[config.mk]
export PLATFORM = sky130hd
export DESIGN_NAME = instruction_fetch
export DESIGN_NICKNAME = d
export VERILOG_FILES = /design/src/rtl/instruction_fetch.sv
export SDC_FILE = /design/constraint.sdc
export NUM_CORES = 1
export LEC_CHECK = 0
export ABC_CLOCK_PERIOD_IN_PS = 5700
export CORE_MARGIN = 2
export CORE_UTILIZATION = 42
export CTS_BUF_LIST = sky130_fd_sc_hd__clkbuf_2
export DETAILED_ROUTE_END_ITERATION = 8
export HOLD_SLACK_MARGIN = 0.15
export PLACE_DENSITY = 0.64
export SLEW_MARGIN = 20
export SYNTH_ARGS = -nofsm -noshare
export SYNTH_HDL_FRONTEND = slang
export SYNTH_SLANG_ARGS = --single-unit
[constraint.sdc]
create_clock -name clk -period 5.7 [get_ports clk]
set_input_delay 0.57 -clock clk [delete_from_list [all_inputs] [get_ports clk]]
set_output_delay 0.57 -clock clk [all_outputs]
set_load 0.02 [all_outputs]
[src/rtl/instruction_fetch.sv]
// Instruction fetch front end: in-order word reads over a req/gnt/rvalid bus, a small
// {pc, inst} queue toward execution, and redirect handling that drops wrong-path data.
module instruction_fetch #(
    parameter logic [31:0] RESET_PC        = 32'h0000_0000,
    parameter int          QUEUE_DEPTH     = 2,
    parameter int          MAX_OUTSTANDING = 2
) (
    input  logic        clk,
    input  logic        reset,
    output logic        imem_req_o,
    output logic [31:0] imem_addr_o,
    input  logic        imem_gnt_i,
    input  logic        imem_rvalid_i,
    input  logic [31:0] imem_rdata_i,
    input  logic        redirect_v_i,
    input  logic [31:0] redirect_pc_i,
    output logic [31:0] pc_o,
    output logic        inst_v_o,
    output logic [31:0] inst_o
);
    localparam int QAW = (QUEUE_DEPTH > 1) ? $clog2(QUEUE_DEPTH) : 1;
    localparam int OAW = (MAX_OUTSTANDING > 1) ? $clog2(MAX_OUTSTANDING) : 1;
    localparam int QCW = $clog2(QUEUE_DEPTH + 1);
    localparam int OCW = $clog2(MAX_OUTSTANDING + 1);
    localparam logic [31:0] QDEPTH_U = 32'(QUEUE_DEPTH);
    localparam logic [31:0] MAXO_U   = 32'(MAX_OUTSTANDING);

    logic [31:0]    fpc_q, fpc_d;
    logic [31:0]    q_pc_q   [QUEUE_DEPTH];
    logic [31:0]    q_inst_q [QUEUE_DEPTH];
    logic [QAW-1:0] q_rd_q, q_rd_d, q_wr_q, q_wr_d;
    logic [QCW-1:0] q_cnt_q, q_cnt_d;
    logic [31:0]    pf_pc_q  [MAX_OUTSTANDING];
    logic [OAW-1:0] pf_rd_q, pf_rd_d, pf_wr_q, pf_wr_d;
    logic [OCW-1:0] live_q, live_d, discard_q, discard_d;

    logic grant, resp_keep, resp_drop, pop;

    function automatic logic [OAW-1:0] pf_next(input logic [OAW-1:0] ptr);
        return (ptr == OAW'(MAX_OUTSTANDING - 1)) ? '0 : ptr + OAW'(1);
    endfunction

    // Credit counts live requests against queue space so a response always has a slot.
    assign imem_req_o  = !reset && !redirect_v_i
                         && (32'(live_q) + 32'(discard_q) < MAXO_U)
                         && (32'(live_q) + 32'(q_cnt_q) < QDEPTH_U);
    assign imem_addr_o = fpc_q;
    assign grant       = imem_req_o && imem_gnt_i;
    assign resp_drop   = imem_rvalid_i && !redirect_v_i && (discard_q != '0);
    assign resp_keep   = imem_rvalid_i && !redirect_v_i && (discard_q == '0);

    assign inst_v_o = !reset && !redirect_v_i && (q_cnt_q != '0);
    assign pop      = inst_v_o;
    assign pc_o     = q_pc_q[q_rd_q];
    assign inst_o   = q_inst_q[q_rd_q];

    always_comb begin
        fpc_d     = fpc_q;
        live_d    = live_q;
        discard_d = discard_q;
        q_cnt_d   = q_cnt_q;
        q_rd_d    = q_rd_q;
        q_wr_d    = q_wr_q;
        pf_rd_d   = pf_rd_q;
        pf_wr_d   = pf_wr_q;
        if (redirect_v_i) begin
            // Everything still in flight becomes wrong-path; a response landing now is dropped too.
            fpc_d     = {redirect_pc_i[31:2], 2'b00};
            live_d    = '0;
            discard_d = discard_q + live_q - OCW'(imem_rvalid_i);
            q_cnt_d   = '0;
            q_rd_d    = '0;
            q_wr_d    = '0;
            pf_rd_d   = '0;
            pf_wr_d   = '0;
        end else begin
            if (grant) begin
                fpc_d   = fpc_q + 32'd4;
                pf_wr_d = pf_next(pf_wr_q);
            end
            if (resp_drop) discard_d = discard_q - OCW'(1);
            if (resp_keep) begin
                pf_rd_d = pf_next(pf_rd_q);
                q_wr_d  = q_wr_q + QAW'(1);
            end
            if (pop) q_rd_d = q_rd_q + QAW'(1);
            live_d  = live_q + OCW'(grant) - OCW'(resp_keep);
            q_cnt_d = q_cnt_q + QCW'(resp_keep) - QCW'(pop);
        end
    end

    always_ff @(posedge clk) begin
        if (reset) begin
            fpc_q     <= RESET_PC;
            live_q    <= '0;
            discard_q <= '0;
            q_cnt_q   <= '0;
            q_rd_q    <= '0;
            q_wr_q    <= '0;
            pf_rd_q   <= '0;
            pf_wr_q   <= '0;
            for (int i = 0; i < QUEUE_DEPTH; i++) begin
                q_pc_q[i]   <= '0;
                q_inst_q[i] <= '0;
            end
            for (int i = 0; i < MAX_OUTSTANDING; i++) pf_pc_q[i] <= '0;
        end else begin
            fpc_q     <= fpc_d;
            live_q    <= live_d;
            discard_q <= discard_d;
            q_cnt_q   <= q_cnt_d;
            q_rd_q    <= q_rd_d;
            q_wr_q    <= q_wr_d;
            pf_rd_q   <= pf_rd_d;
            pf_wr_q   <= pf_wr_d;
            if (grant) pf_pc_q[pf_wr_q] <= fpc_q;
            if (resp_keep) begin
                q_pc_q[q_wr_q]   <= pf_pc_q[pf_rd_q];
                q_inst_q[q_wr_q] <= imem_rdata_i;
            end
        end
    end

    a_no_overflow: assert property (@(posedge clk) disable iff (reset)
        !(resp_keep && !pop && (32'(q_cnt_q) == QDEPTH_U)));
    a_no_underflow: assert property (@(posedge clk) disable iff (reset)
        imem_rvalid_i |-> ((live_q != '0) || (discard_q != '0)));
endmodule
==> summary.txt <==
RUN STATUS
------------------------------------------------------------------------------------
Status                                                                  finished clean

WORST SETUP PATH
------------------------------------------------------------------------------------
Classification of the worst setup path                                       reg2out
CP endpoint kind                                                        primary output
CP max-delay cell                                                       sky130_fd_sc_hd__clkdlybuf4s50_1
Delay of the slowest cell on the worst path                                  0.65 ns
Top fanout value on the critical path                                              6
Internal reg-to-reg setup slack                                              2.38 ns
Required arrival time at the worst endpoint                                  5.13 ns
Arr. time, crit path                                                         3.18 ns
CP Launch Type                                                              register
Worst path cell trace                                                   and2_1, fa_1, or4_4, nor2_1, clkdlybuf4s50_1

STA
------------------------------------------------------------------------------------
Total count of max-transition violations in the final report                       0
Max frequency                                                                266 MHz
Max_slew headroom                                                              0.377
Fin worst setup slack                                                        1.95 ns
Clock skew                                                                 0.0984 ns
Final hold violations                                                              0
RSZ-0062 raised after global routing                                           false
Period minus WS final                                                        3.75 ns
Slew at the pin with the worst max-slew slack                               0.935 ns
Summed negative setup slack over all endpoints                                  0 ns
Number of endpoints failing setup at the final stage                               0
Tcrit/Tclk final                                                               0.659

CLOCK TREE
------------------------------------------------------------------------------------
PostCTS Resize Cnt                                                                 0
Clock latency of the later-clocked register in the worst-skew pair           0.83 ns
Clk sinks                                                                        226
Longest Clk Path Bufs                                                              3
TritonCTS clock tree                                                             yes
Setup fix buffers added after clock tree synthesis                                 0
H-tree level count                                                                 2
Clock transition at path regs                                                0.09 ns
Clock tree root driver cell                                             sky130_fd_sc_hd__clkbuf_2
Cts bufs inserted                                                                 58
Quantity of hold-fixing buffers added after cts                                    0

GRT
------------------------------------------------------------------------------------
Number of antenna violations at the first check in global routing                  1
Met1 Usage GRT                                                                 0.242
Wire length of the first global-routing pass                               36,700 um
Overall overflow remaining after global route                                      0
Largest net degree at the start of global routing                                 42
Number of global-route vias before repair                                      6,968
GR met3 Demand/Resource                                                       0.0460
Grt met2 use                                                                   0.286
Total routing usage reported by global routing                                 0.180
Routing layer with the top usage in global route                                met2

DIE
------------------------------------------------------------------------------------
Effective utilization at floorplan                                             0.423
Die Outline Area                                                         25,600 um^2
Die Ht                                                                        160 um
I/O pin count                                                                    167
Floorplan core area                                                      24,100 um^2
Placement row count                                                               57
Horizontal extent of the die                                                  160 um

PLACED DESIGN
------------------------------------------------------------------------------------
RePlAce Congestion                                                             0.804
IO buf count                                                                     160
HPWL after detailed placement                                              15,000 um
Worst slack after detailed placement                                         1.78 ns

YOSYS
------------------------------------------------------------------------------------
Count of cell types in the netlist                                                51
Adder-cell area share of the yosys netlist                                    0.0150
Proportion of synthesized flip-flops having asynchronous set or reset              0
Syn Area/Cell                                                              12.6 um^2
Fraction of the mapped netlist area in compound gates                         0.0305
Number of warnings issued by yosys                                                 0
XOR/XNOR share of the synthesized area                                        0.0275
Combinational family with the most area after synthesis                 simple AND/OR/NAND/NOR gates
Commonest register cell after synthesis                                 sky130_fd_sc_hd__edfxtp_1
Number of enable-type register cells in the synthesized netlist                  184
Share of the yosys chip area belonging to registers                            0.624
FF+latch count, synth                                                            226
Simple-gate portion of the synthesized area                                    0.172
Number of cells produced by synthesis                                            809
Multiplexer fraction of the synthesized cell area                              0.103
Cell area after synthesis                                                10,200 um^2

FINAL LAYOUT
------------------------------------------------------------------------------------
Fraction of layout instances using a drive strength above 1                    0.187
# fillers                                                                      2,170
Most common cell after layout, fill and taps aside                      sky130_fd_sc_hd__edfxtp_1
Commonest cells after routing, fill and taps aside                      sky130_fd_sc_hd__edfxtp_1 (184), sky130_fd_sc_hd__clkdlybuf4s50_1 (160), sky130_fd_sc_hd__nor2_1 (92)
Relative area change from synthesis to final layout                            24.5%
Final net count                                                                1,074

ROUTING
------------------------------------------------------------------------------------
Wire length after detailed routing                                         23,000 um
Remaining number of nets flagged by the antenna check after routing                0
Via density per instance                                                        5.09
Drc violations                                                                     0
Iter 0 DRT Violations                                                            357
Via count of the routed design                                                 6,943
Count of TritonRoute iterations in the first routing pass                          5
Detail-routed net length per standard cell                                   16.9 um

POWER AND IR DROP
------------------------------------------------------------------------------------
Power density over cell area                                             281 nW/um^2
Largest vdd supply drop                                                       128 uV
Static power due to leakage                                                  4.89 nW

JOB
------------------------------------------------------------------------------------
Max-cap check violation count                                                      0

MIN PATH
------------------------------------------------------------------------------------
Hold WC Path Type                                                             in2reg

==> power by group <==
part	total [mW]	switching, mW	internal (mW)
Sequential	1.95	0.0658	1.88
Combinational	0.524	0.282	0.242
Clock	1.10	0.643	0.458
==> critical path, delay by kind of cell, from the launching register on <==
family	cells	cell delay, ns
buffers and inverters	1	0.65
adders and majority gates	1	0.47
and+or+nand+nor	3	0.99
DFF	1	0.34
==> stage by stage <==
stage | hold slack [ns] | instances | utilization | instance area [um^2] | power [mW]
detailed placement | 0.503 | 1258 | 0.505 | 12200 | 2.52
global route | 0.210 | 1364 | 0.527 | 12700 | 3.75
CTS | 0.219 | 1363 | 0.527 | 12700 | 3.63
floorplan | 0.472 | 812 | - | 10200 | 2.27
finish | 0.294 | 1364 | 0.527 | 12700 | 3.57
global placement | 0.494 | 1258 | 0.505 | 12200 | 2.51
==> synth_stat cells (2+ instances only) <==
cell type | n | area (um^2)
sky130_fd_sc_hd__xnor2_1 | 16 | 140
sky130_fd_sc_hd__a32oi_1 | 3 | 26.3
sky130_fd_sc_hd__nand4_1 | 11 | 68.8
sky130_fd_sc_hd__fa_1 | 2 | 40.0
sky130_fd_sc_hd__a211oi_1 | 7 | 52.6
sky130_fd_sc_hd__o22ai_1 | 7 | 43.8
sky130_fd_sc_hd__and2_1 | 71 | 444
sky130_fd_sc_hd__and3_1 | 67 | 419
sky130_fd_sc_hd__or4_4 | 2 | 22.5
sky130_fd_sc_hd__a31oi_1 | 5 | 31.3
sky130_fd_sc_hd__clkbuf_1 | 49 | 184
sky130_fd_sc_hd__nor2_1 | 93 | 349
sky130_fd_sc_hd__o21ai_0 | 2 | 10.0
sky130_fd_sc_hd__nor3_1 | 9 | 45.0
sky130_fd_sc_hd__or2_2 | 2 | 12.5
sky130_fd_sc_hd__a21oi_1 | 16 | 80.1
sky130_fd_sc_hd__buf_1 | 2 | 7.51
sky130_fd_sc_hd__mux2_2 | 66 | 743
sky130_fd_sc_hd__edfxtp_1 | 184 | 5530
sky130_fd_sc_hd__inv_1 | 11 | 41.3
sky130_fd_sc_hd__xor2_1 | 16 | 140
sky130_fd_sc_hd__ha_1 | 9 | 113
sky130_fd_sc_hd__nand2_1 | 31 | 116
sky130_fd_sc_hd__dfxtp_1 | 42 | 841
sky130_fd_sc_hd__nor4_1 | 6 | 37.5
sky130_fd_sc_hd__mux2i_1 | 31 | 310
sky130_fd_sc_hd__nor4_4 | 2 | 42.5
sky130_fd_sc_hd__nand3_1 | 21 | 105
sky130_fd_sc_hd__buf_4 | 4 | 30.0
==> worst paths after layout <==
kind                          from             end  depth (start not counted)
setup / recovery         live_q[0]      imem_req_o                          5
hold / removal    redirect_pc_i[7]  imem_addr_o[7]                          3
setup reg to reg         live_q[0]   pf_pc_q[1][6]                          7
hold reg to reg      pf_pc_q[0][9]    q_pc_q[1][9]                          2
==> metal layers <==
metal | vias up | part of all wire
met2 | 229 | 0.46
li1 | 3324 | -
met5 | - | 0
met1 | 3345 | 0.46
met4 | 0 | 0.020
met3 | 45 | 0.069
==> sequential cells by signal, summed over array words and instances, names as in the netlist, 2 cells and up, named ones only <==
register,cells
discard_q,2
imem_addr_o,30
live_q,2
pf_pc_q,60
q_cnt_q,2
q_inst_q,64
q_pc_q,60
==> layout make-up <==
cell class                 instances  area (um^2)  area share
clock buffer                      89          445      0.0351
tap                              324          405      0.0319
timing repair buffer             178         1750       0.138
sequential                       226         6370       0.501
multi-input combinational        517         3590       0.283
inverter                          13         48.8     0.00384
clock inverter                    16         90.1     0.00709
antenna                            1         2.50    0.000197
==> cell families after synthesis <==
group                      Yosys count
and+or+nand+nor                    325
DFF                                226
muxes                               97
buffers and inverters               69
AOI/OAI and AO/OA                   48
xor gates and xnor gates            32
adders and majority gates           11
other                                1
Note: power is estimated with default switching activity, not from simulation.
